===== config.mk =====
export PLATFORM = sky130hd
export DESIGN_NAME = dbg_bus_master
export DESIGN_NICKNAME = d
export VERILOG_FILES = /design/src/rtl/dbg_bus_master.sv
export SDC_FILE = /design/constraint.sdc
export NUM_CORES = 1
export LEC_CHECK = 0
export CAP_MARGIN = 15
export CORE_MARGIN = 4
export CORE_UTILIZATION = 43
export CTS_CLUSTER_DIAMETER = 30
export DETAILED_ROUTE_END_ITERATION = 8
export HOLD_SLACK_MARGIN = 0.03
export PLACE_DENSITY = 0.8
export SLEW_MARGIN = 20
export SYNTH_ARGS = -nofsm -noshare
export SYNTH_HDL_FRONTEND = slang
export SYNTH_SLANG_ARGS = --single-unit

===== constraint.sdc =====
create_clock -name i_clk -period 2.9 [get_ports i_clk]
set_clock_uncertainty 0.15 [all_clocks]
set_input_delay 0.58 -clock i_clk [delete_from_list [all_inputs] [get_ports i_clk]]
set_output_delay 0.58 -clock i_clk [all_outputs]
set_load 0.1 [all_outputs]

===== src/rtl/dbg_bus_master.sv =====
// MIPS debug-bus initiator: SETUP/PULSE/HOLD strobe sequencing, MISO capture (DBG_BUS_MASTER_MISO_SYNC_EN adds a 2-flop MISO synchroniser).
// Latency: response valid SETUP_CYC+PULSE_CYC+HOLD_CYC edges after acceptance (HOLD_CYC for CONT ops).
// Backpressure: one command in flight; response held until i_rsp_ready, requests accepted only in IDLE.
module dbg_bus_master #(
    parameter int NB_BITS   = 32,
    parameter int NB_MOSI   = 25,
    parameter int NB_CS     = 4,
    parameter int SETUP_CYC = 2,
    parameter int PULSE_CYC = 2,
    parameter int HOLD_CYC  = 2
) (
    input  logic               i_clk,
    input  logic               i_rst,
    input  logic               i_req_valid,
    input  logic [1:0]         i_req_op,
    input  logic [NB_CS-1:0]   i_req_cs,
    input  logic [NB_MOSI-1:0] i_req_data,
    output logic               o_req_ready,
    output logic               o_rsp_valid,
    output logic [NB_BITS-1:0] o_rsp_data,
    input  logic               i_rsp_ready,
    output logic [NB_MOSI-1:0] o_MOSI,
    output logic [NB_CS-1:0]   o_SPI_cs,
    output logic               o_SCLK,
    output logic               o_valid,
    output logic               o_continue,
    input  logic [NB_BITS-1:0] i_MISO
);
    typedef enum logic [2:0] {IDLE, SETUP, PULSE, HOLD, RESP} state_t;

    localparam logic [1:0] OP_XFER = 2'b00;
    localparam logic [1:0] OP_STEP = 2'b01;
    localparam logic [1:0] OP_SET  = 2'b10;

    localparam logic [7:0] SETUP_LD = 8'(SETUP_CYC - 1);
    localparam logic [7:0] PULSE_LD = 8'(PULSE_CYC - 1);
    localparam logic [7:0] HOLD_LD  = 8'(HOLD_CYC - 1);

    state_t             state;
    logic [7:0]         cnt;
    logic [1:0]         op_q;
    logic [NB_BITS-1:0] miso_cap;

`ifdef DBG_BUS_MASTER_MISO_SYNC_EN
    logic [NB_BITS-1:0] miso_s1, miso_s2;

    always_ff @(posedge i_clk or negedge i_rst) begin
        if (!i_rst) begin
            miso_s1 <= '0;
            miso_s2 <= '0;
        end else begin
            miso_s1 <= i_MISO;
            miso_s2 <= miso_s1;
        end
    end

    assign miso_cap = miso_s2;

    // The synchroniser needs the hold window to cover its two-cycle delay.
    if (HOLD_CYC < 3) begin : g_hold_chk
        $error("HOLD_CYC must be >= 3 with the MISO synchroniser");
    end
`else
    assign miso_cap = i_MISO;
`endif

    always_ff @(posedge i_clk or negedge i_rst) begin
        if (!i_rst) begin
            state       <= IDLE;
            cnt         <= '0;
            op_q        <= OP_XFER;
            o_req_ready <= 1'b0;
            o_rsp_valid <= 1'b0;
            o_rsp_data  <= '0;
            o_MOSI      <= '0;
            o_SPI_cs    <= '0;
            o_SCLK      <= 1'b0;
            o_valid     <= 1'b0;
            o_continue  <= 1'b0;
        end else begin
            case (state)
                IDLE: begin
                    if (!o_req_ready) begin
                        o_req_ready <= 1'b1;
                    end else if (i_req_valid) begin
                        o_req_ready <= 1'b0;
                        op_q        <= i_req_op;
                        if (i_req_op == OP_XFER || i_req_op == OP_STEP) begin
                            o_SPI_cs <= (i_req_op == OP_XFER) ? i_req_cs : '0;
                            o_MOSI   <= i_req_data;
                            cnt      <= SETUP_LD;
                            state    <= SETUP;
                        end else begin
                            o_continue <= (i_req_op == OP_SET);
                            cnt        <= HOLD_LD;
                            state      <= HOLD;
                        end
                    end
                end
                SETUP: begin
                    if (cnt == 8'd0) begin
                        if (op_q == OP_XFER) o_SCLK  <= 1'b1;
                        else                 o_valid <= 1'b1;
                        cnt   <= PULSE_LD;
                        state <= PULSE;
                    end else begin
                        cnt <= cnt - 8'd1;
                    end
                end
                PULSE: begin
                    if (cnt == 8'd0) begin
                        o_SCLK  <= 1'b0;
                        o_valid <= 1'b0;
                        cnt     <= HOLD_LD;
                        state   <= HOLD;
                    end else begin
                        cnt <= cnt - 8'd1;
                    end
                end
                HOLD: begin
                    if (cnt == 8'd0) begin
                        o_rsp_data  <= miso_cap;
                        o_rsp_valid <= 1'b1;
                        state       <= RESP;
                    end else begin
                        cnt <= cnt - 8'd1;
                    end
                end
                RESP: begin
                    if (i_rsp_ready) begin
                        o_rsp_valid <= 1'b0;
                        o_SPI_cs    <= '0;
                        o_MOSI      <= '0;
                        o_req_ready <= 1'b1;
                        state       <= IDLE;
                    end
                end
                default: state <= IDLE;
            endcase
        end
    end
endmodule


; ---- Word level (Yosys, flattened, before mapping)
; Index checks and enable logic that the tools add are counted.
[totals]
output_inout_bits = 66
reg_bits = 79
[classes]
n_reduce_logical = 20
muxes = 38
add_sub_neg = 1
eq_ne = 16
n_bitwise = 1
[ops]
columns = cell, count
row1 = 25-bit 2-to-1 mux, 4
row2 = 25-bit case mux with 2 select lines, 1
row3 = 8-bit 2-to-1 mux, 4
row4 = 8-bit case mux with 3 select lines, 1
row5 = 4-bit 2-to-1 mux, 5
row6 = "2-bit inequality test, second input constant", 10
row7 = 3-bit 2-to-1 mux, 6
row8 = 4-bit AND reduction, 4
row9 = 3-bit case mux with 5 select lines, 1
row10 = 1-bit 2-to-1 mux, 10
row11 = 8-bit zero test, 1
row12 = 1-bit case mux with 2 select lines, 4
row13 = 4-bit case mux with 2 select lines, 1
row14 = "8-bit by 1-bit subtractor with 8-bit output, second input constant", 1
row15 = "3-bit by 2-bit == test with 1-bit output, second input constant", 2
row16 = 3-bit AND reduction, 2
row17 = 6-bit AND reduction, 1
row18 = 2-bit nonzero test, 3
row19 = 5-bit AND reduction, 1
row20 = 2-bit zero test, 2
row21 = 2-bit AND reduction, 2
row22 = "3-bit by 1-bit == test with 1-bit output, second input constant", 1
row23 = "3-bit == test, second input constant", 1
row24 = 3-bit zero test, 1
row25 = 7 further kinds, 7

; ---- Depth between registers and ports, before layout
[depth]
ltp_word = 6
depth_mapped = 8
mapped_depth_nobuf = 6

; ---- Worst setup path after synthesis
; Ideal clock, no wire load.
[synth_timing]
path_type = register to register
start = register o_req_ready
end = register cnt[7]
slack_ns = 0.447
n_path_buf = 1
path_stages_with_launch = 6
arrival_time_ns = 2.221
path_cell_list = dfrtp_1 a211oi_1 or2_0 clkbuf_1 or4_1 a22oi_2
[synth_between]
elab_chain_cells = 2
[synth_lines]
columns = item, line_no
row1 = start: declaration, 18  ; output logic o_req_ready,
row2 = start signal: assignment, 72  ; o_req_ready <= 1'b0;
row3 = start signal: assignment, 84  ; o_req_ready <= 1'b1;
row4 = start signal: assignment, 86  ; o_req_ready <= 1'b0;
row5 = 2-bit inequality test (no source line), -
row6 = 4-bit AND reduction (no source line), -
row7 = end signal: assignment, 107  ; cnt <= cnt - 8'd1;
row8 = end signal: assignment, 117  ; cnt <= cnt - 8'd1;
row9 = end signal: assignment, 126  ; cnt <= cnt - 8'd1;
row10 = end: declaration, 40  ; logic [7:0] cnt;
; No other way between the ends.
; A chain may end at the register's enable or synchronous reset.

; ---- Final worst setup path
[layout_timing]
start = register cnt[0]
end = register o_rsp_data[6]
[layout_between]
elab_chain_cells = 2
[layout_lines]
columns = item, line_no
row1 = 8-bit zero test, 121  ; if (cnt == 8'd0) begin
row2 = 2-bit AND reduction (no source line), -
row3 = end signal: assignment, 122  ; o_rsp_data <= miso_cap;
row4 = end: declaration, 20  ; output logic [NB_BITS-1:0] o_rsp_data,
; No other way between the ends.

==> flow_metrics.tcl <==
set metrics [dict create \
    cp_num_cells 7 \
    ff2ff_path_depth 7 \
    gp_congestion 0.885 \
    ys.flop_type "dfrtp_1" \
    fmaxAchievable_mhz 422 \
    synthCells 314 \
    post-route-min-period_ns 2.37 \
    path_class "reg -> reg" \
    hold_slack_ns 0.227 \
    drive_above_1_share_pct 21.2 \
    drt_iter0_markers 130 \
    cts_resized 0 \
    drc 0 \
    grt_start_max_net_pins 80 \
    async_flop_share_pct 100 \
    arrival_ns 2.45 \
    nets 516 \
    maxCapViolations 0 \
    synth_mux_area_share_pct 0.659 \
    synth_area_leader_cell "dfrtp_1" \
    synth-seq-cells 79 \
    syn_nets 383 \
    grt_pass1_wl_mm 13.4 \
    min_period_over_period_pct 81.7 \
    tightest_slew_ns 0.944 \
    status "completed" \
    place_hpwl_mm 6.09 \
    clock_latency_ns 0.33 \
    rsz0062_at_grt "no" \
    synthAdderAreaFrac_pct 1.09 \
    setup_viol 0 \
    fillCellCount 611 \
    core_area_um2 7290 \
    post-synth-top-area-fraction_pct 61.2 \
    seq_area_frac_synth_pct 61.2 \
    critPathLaunchType "flop" \
    path_cells "inv_1, ha_1, nor3b_1, nand3_1, buf_4, nand2_1, nand2_1" \
    die_area_um2 8960 \
    grt_pass1_vias 2888 \
    ant_nets 0 \
    worstPathRequired_ns 2.98 \
    tritoncts "done" \
    synth_area_leaders "dfrtp_1, nand2_1, a22o_1" \
    die_y_um 94.6 \
    clock_sinks 79 \
    dr.pass1.iters 4 \
    crit_path_frequent_cell "nand2_1" \
    crit_fanout 23 \
    htreeDepth 3 \
    yosys.area_share.simple_pct 19.4 \
    max_stage_delay_ns 0.50 \
    max-slew-margin-rel_pct 37.1 \
    start_util_pct 44.3 \
    final_max_slew_viol_count 0 \
    path_clk_slew_ns 0.08 \
    setup-tns-final_ns 0 \
    synth_top_family_by_area "simple AND/OR/NAND/NOR gates" \
    vias 2765 \
    cts_hold_buf 0 \
    multi_input_area_um2 1160 \
    overflow 0 \
    path_delay_family "simple AND/OR/NAND/NOR gates" \
    cts_setup_buffers 0 \
    cts_buffers 9 \
    synth_warnings 0 \
    synth-xor-area-share_pct 0.271 \
    track_usage_pct 19.0 \
    num_antenna_cells 0 \
    clock_path_buffers 2 \
    synth_edf_count 0 \
    synth_area_um2 3230 \
    row_count 31 \
    syn_to_final_growth_pct 45.5 \
    regArea_um2 1980 \
    timing.rr.start "cnt[0]" \
    routed_via_density 5.02 \
    syn_area_per_cell_um2 10.3 \
    critPathBufInv 2 \
    pin_count 133 \
    antenna_found_initial 0 \
    hold_viol 0 \
    hold_path_class "in -> async" \
    io_buffers 132 \
    wl_per_cell_um 14.9 \
    die_w_um 94.6 \
    root_buffer "clkbuf_8" \
    ys_types 42 \
    crit_slowest_cell "nand3_1" \
    drt-total-wl_mm 8.22 \
    end_kind "flop" \
    synth_compound_area_share_pct 14.3 \
    startpoint "cnt[0]" \
]
[layer usage]
layer / global-route usage, % / wire length [um] / vias up
li1: - / - / 1342
met1: 24.0 / 3420 / 1319
met2: 31.4 / 4080 / 85
met3: 4.54 / 484 / 19
met4: 8.05 / 244 / 0
met5: 0 / 0 / -
[kinds of logic after synthesis]
kind of cell,count (synthesis)
adders and majority gates,3
buffers and inverters,25
DFF,79
muxes,2
AOI/OAI and AO/OA,60
and+or+nand+nor,144
xor gates and xnor gates,1
[layout make-up]
class,instances,area share [%]
Tap cell,99,2.64
Multi-Input combinational cell,210,24.6
Timing Repair Buffer,138,25.5
Inverter,9,0.719
Clock inverter,6,1.44
Sequential cell,79,42.1
Clock buffer,10,2.93
[sequential cells by signal (all words and copies together), names as in the netlist]
register	flops
cnt	8
o_req_ready	1
o_continue	1
o_SCLK	1
o_MOSI	25
o_SPI_cs	4
state	3
op_q	2
o_rsp_data	32
o_valid	1
o_rsp_valid	1
[cell usage in the layout (no fill, tap or decap), types with 2 or more instances in the layout]
| cell | netlist | final |
|---|---|---|
| buf_4 | 0 | 73 |
| clkdlybuf4s50_1 | 0 | 65 |
| a22oi_1 | 5 | 5 |
| clkbuf_8 | 0 | 10 |
| dfrtp_1 | 79 | 79 |
| or4_1 | 7 | 7 |
| o21ai_0 | 9 | 9 |
| ha_1 | 2 | 2 |
| nor2_1 | 8 | 8 |
| a211oi_1 | 3 | 3 |
| a22o_1 | 25 | 25 |
| inv_1 | 9 | 9 |
| nand2_1 | 112 | 112 |
| nand3_1 | 3 | 3 |
| o31ai_1 | 5 | 5 |
| a21oi_1 | 3 | 3 |
| clkinvlp_4 | 0 | 2 |
| nor4_1 | 2 | 2 |
| o2bb2ai_1 | 2 | 2 |
[worst register-to-register path: stages (launching register included)]
cell and delay, ns:
dfrtp_1 0.44, inv_1 0.12, ha_1 0.18, nor3b_1 0.28, nand3_1 0.50, buf_4 0.42
nand2_1 0.11, nand2_1 0.06
[stage by stage]
stage / worst slack (ns) / area [um2] / util, % / instances
6_report: 0.530 / 4700 / 64.4 / 551
5_1_grt: 0.335 / 4700 / 64.4 / 551
4_1_cts: 0.540 / 4700 / 64.4 / 551
3_5_place_dp: 0.351 / 4490 / 61.6 / 535
3_3_place_gp: 0.412 / 4490 / 61.6 / 535
2_1_floorplan: 0.447 / 3230 / - / 314
[path summary, 6_finish.rpt]
| kind | to | slack [ns] |
|---|---|---|
| worst max-delay path | o_rsp_data[6] | 0.53 |
| worst min-delay path | o_rsp_data[4] | 0.23 |
| worst max register to register | o_rsp_data[6] | 0.53 |
| worst min register to register | o_rsp_data[0] | 0.33 |
| max in group asynchronous | cnt[1] | 1.75 |
| min in group i_clk | o_rsp_data[0] | 0.33 |
[cell usage after synthesis, drive strengths merged, types with 2 or more instances]
| master | n |
|---|---|
| nand2 | 112 |
| dfrtp | 79 |
| a22o | 25 |
| clkbuf | 10 |
| o21ai | 10 |
| inv | 9 |
| nor2 | 8 |
| or4 | 8 |
| a22oi | 6 |
| buf | 6 |
| o31ai | 5 |
| a211oi | 3 |
| a21oi | 3 |
| nand3 | 3 |
| ha | 2 |
| nor4 | 2 |
| o2bb2ai | 2 |
Power is not shown: default switching activity piles up to over one toggle a cycle in this logic, so the estimate is an artifact.
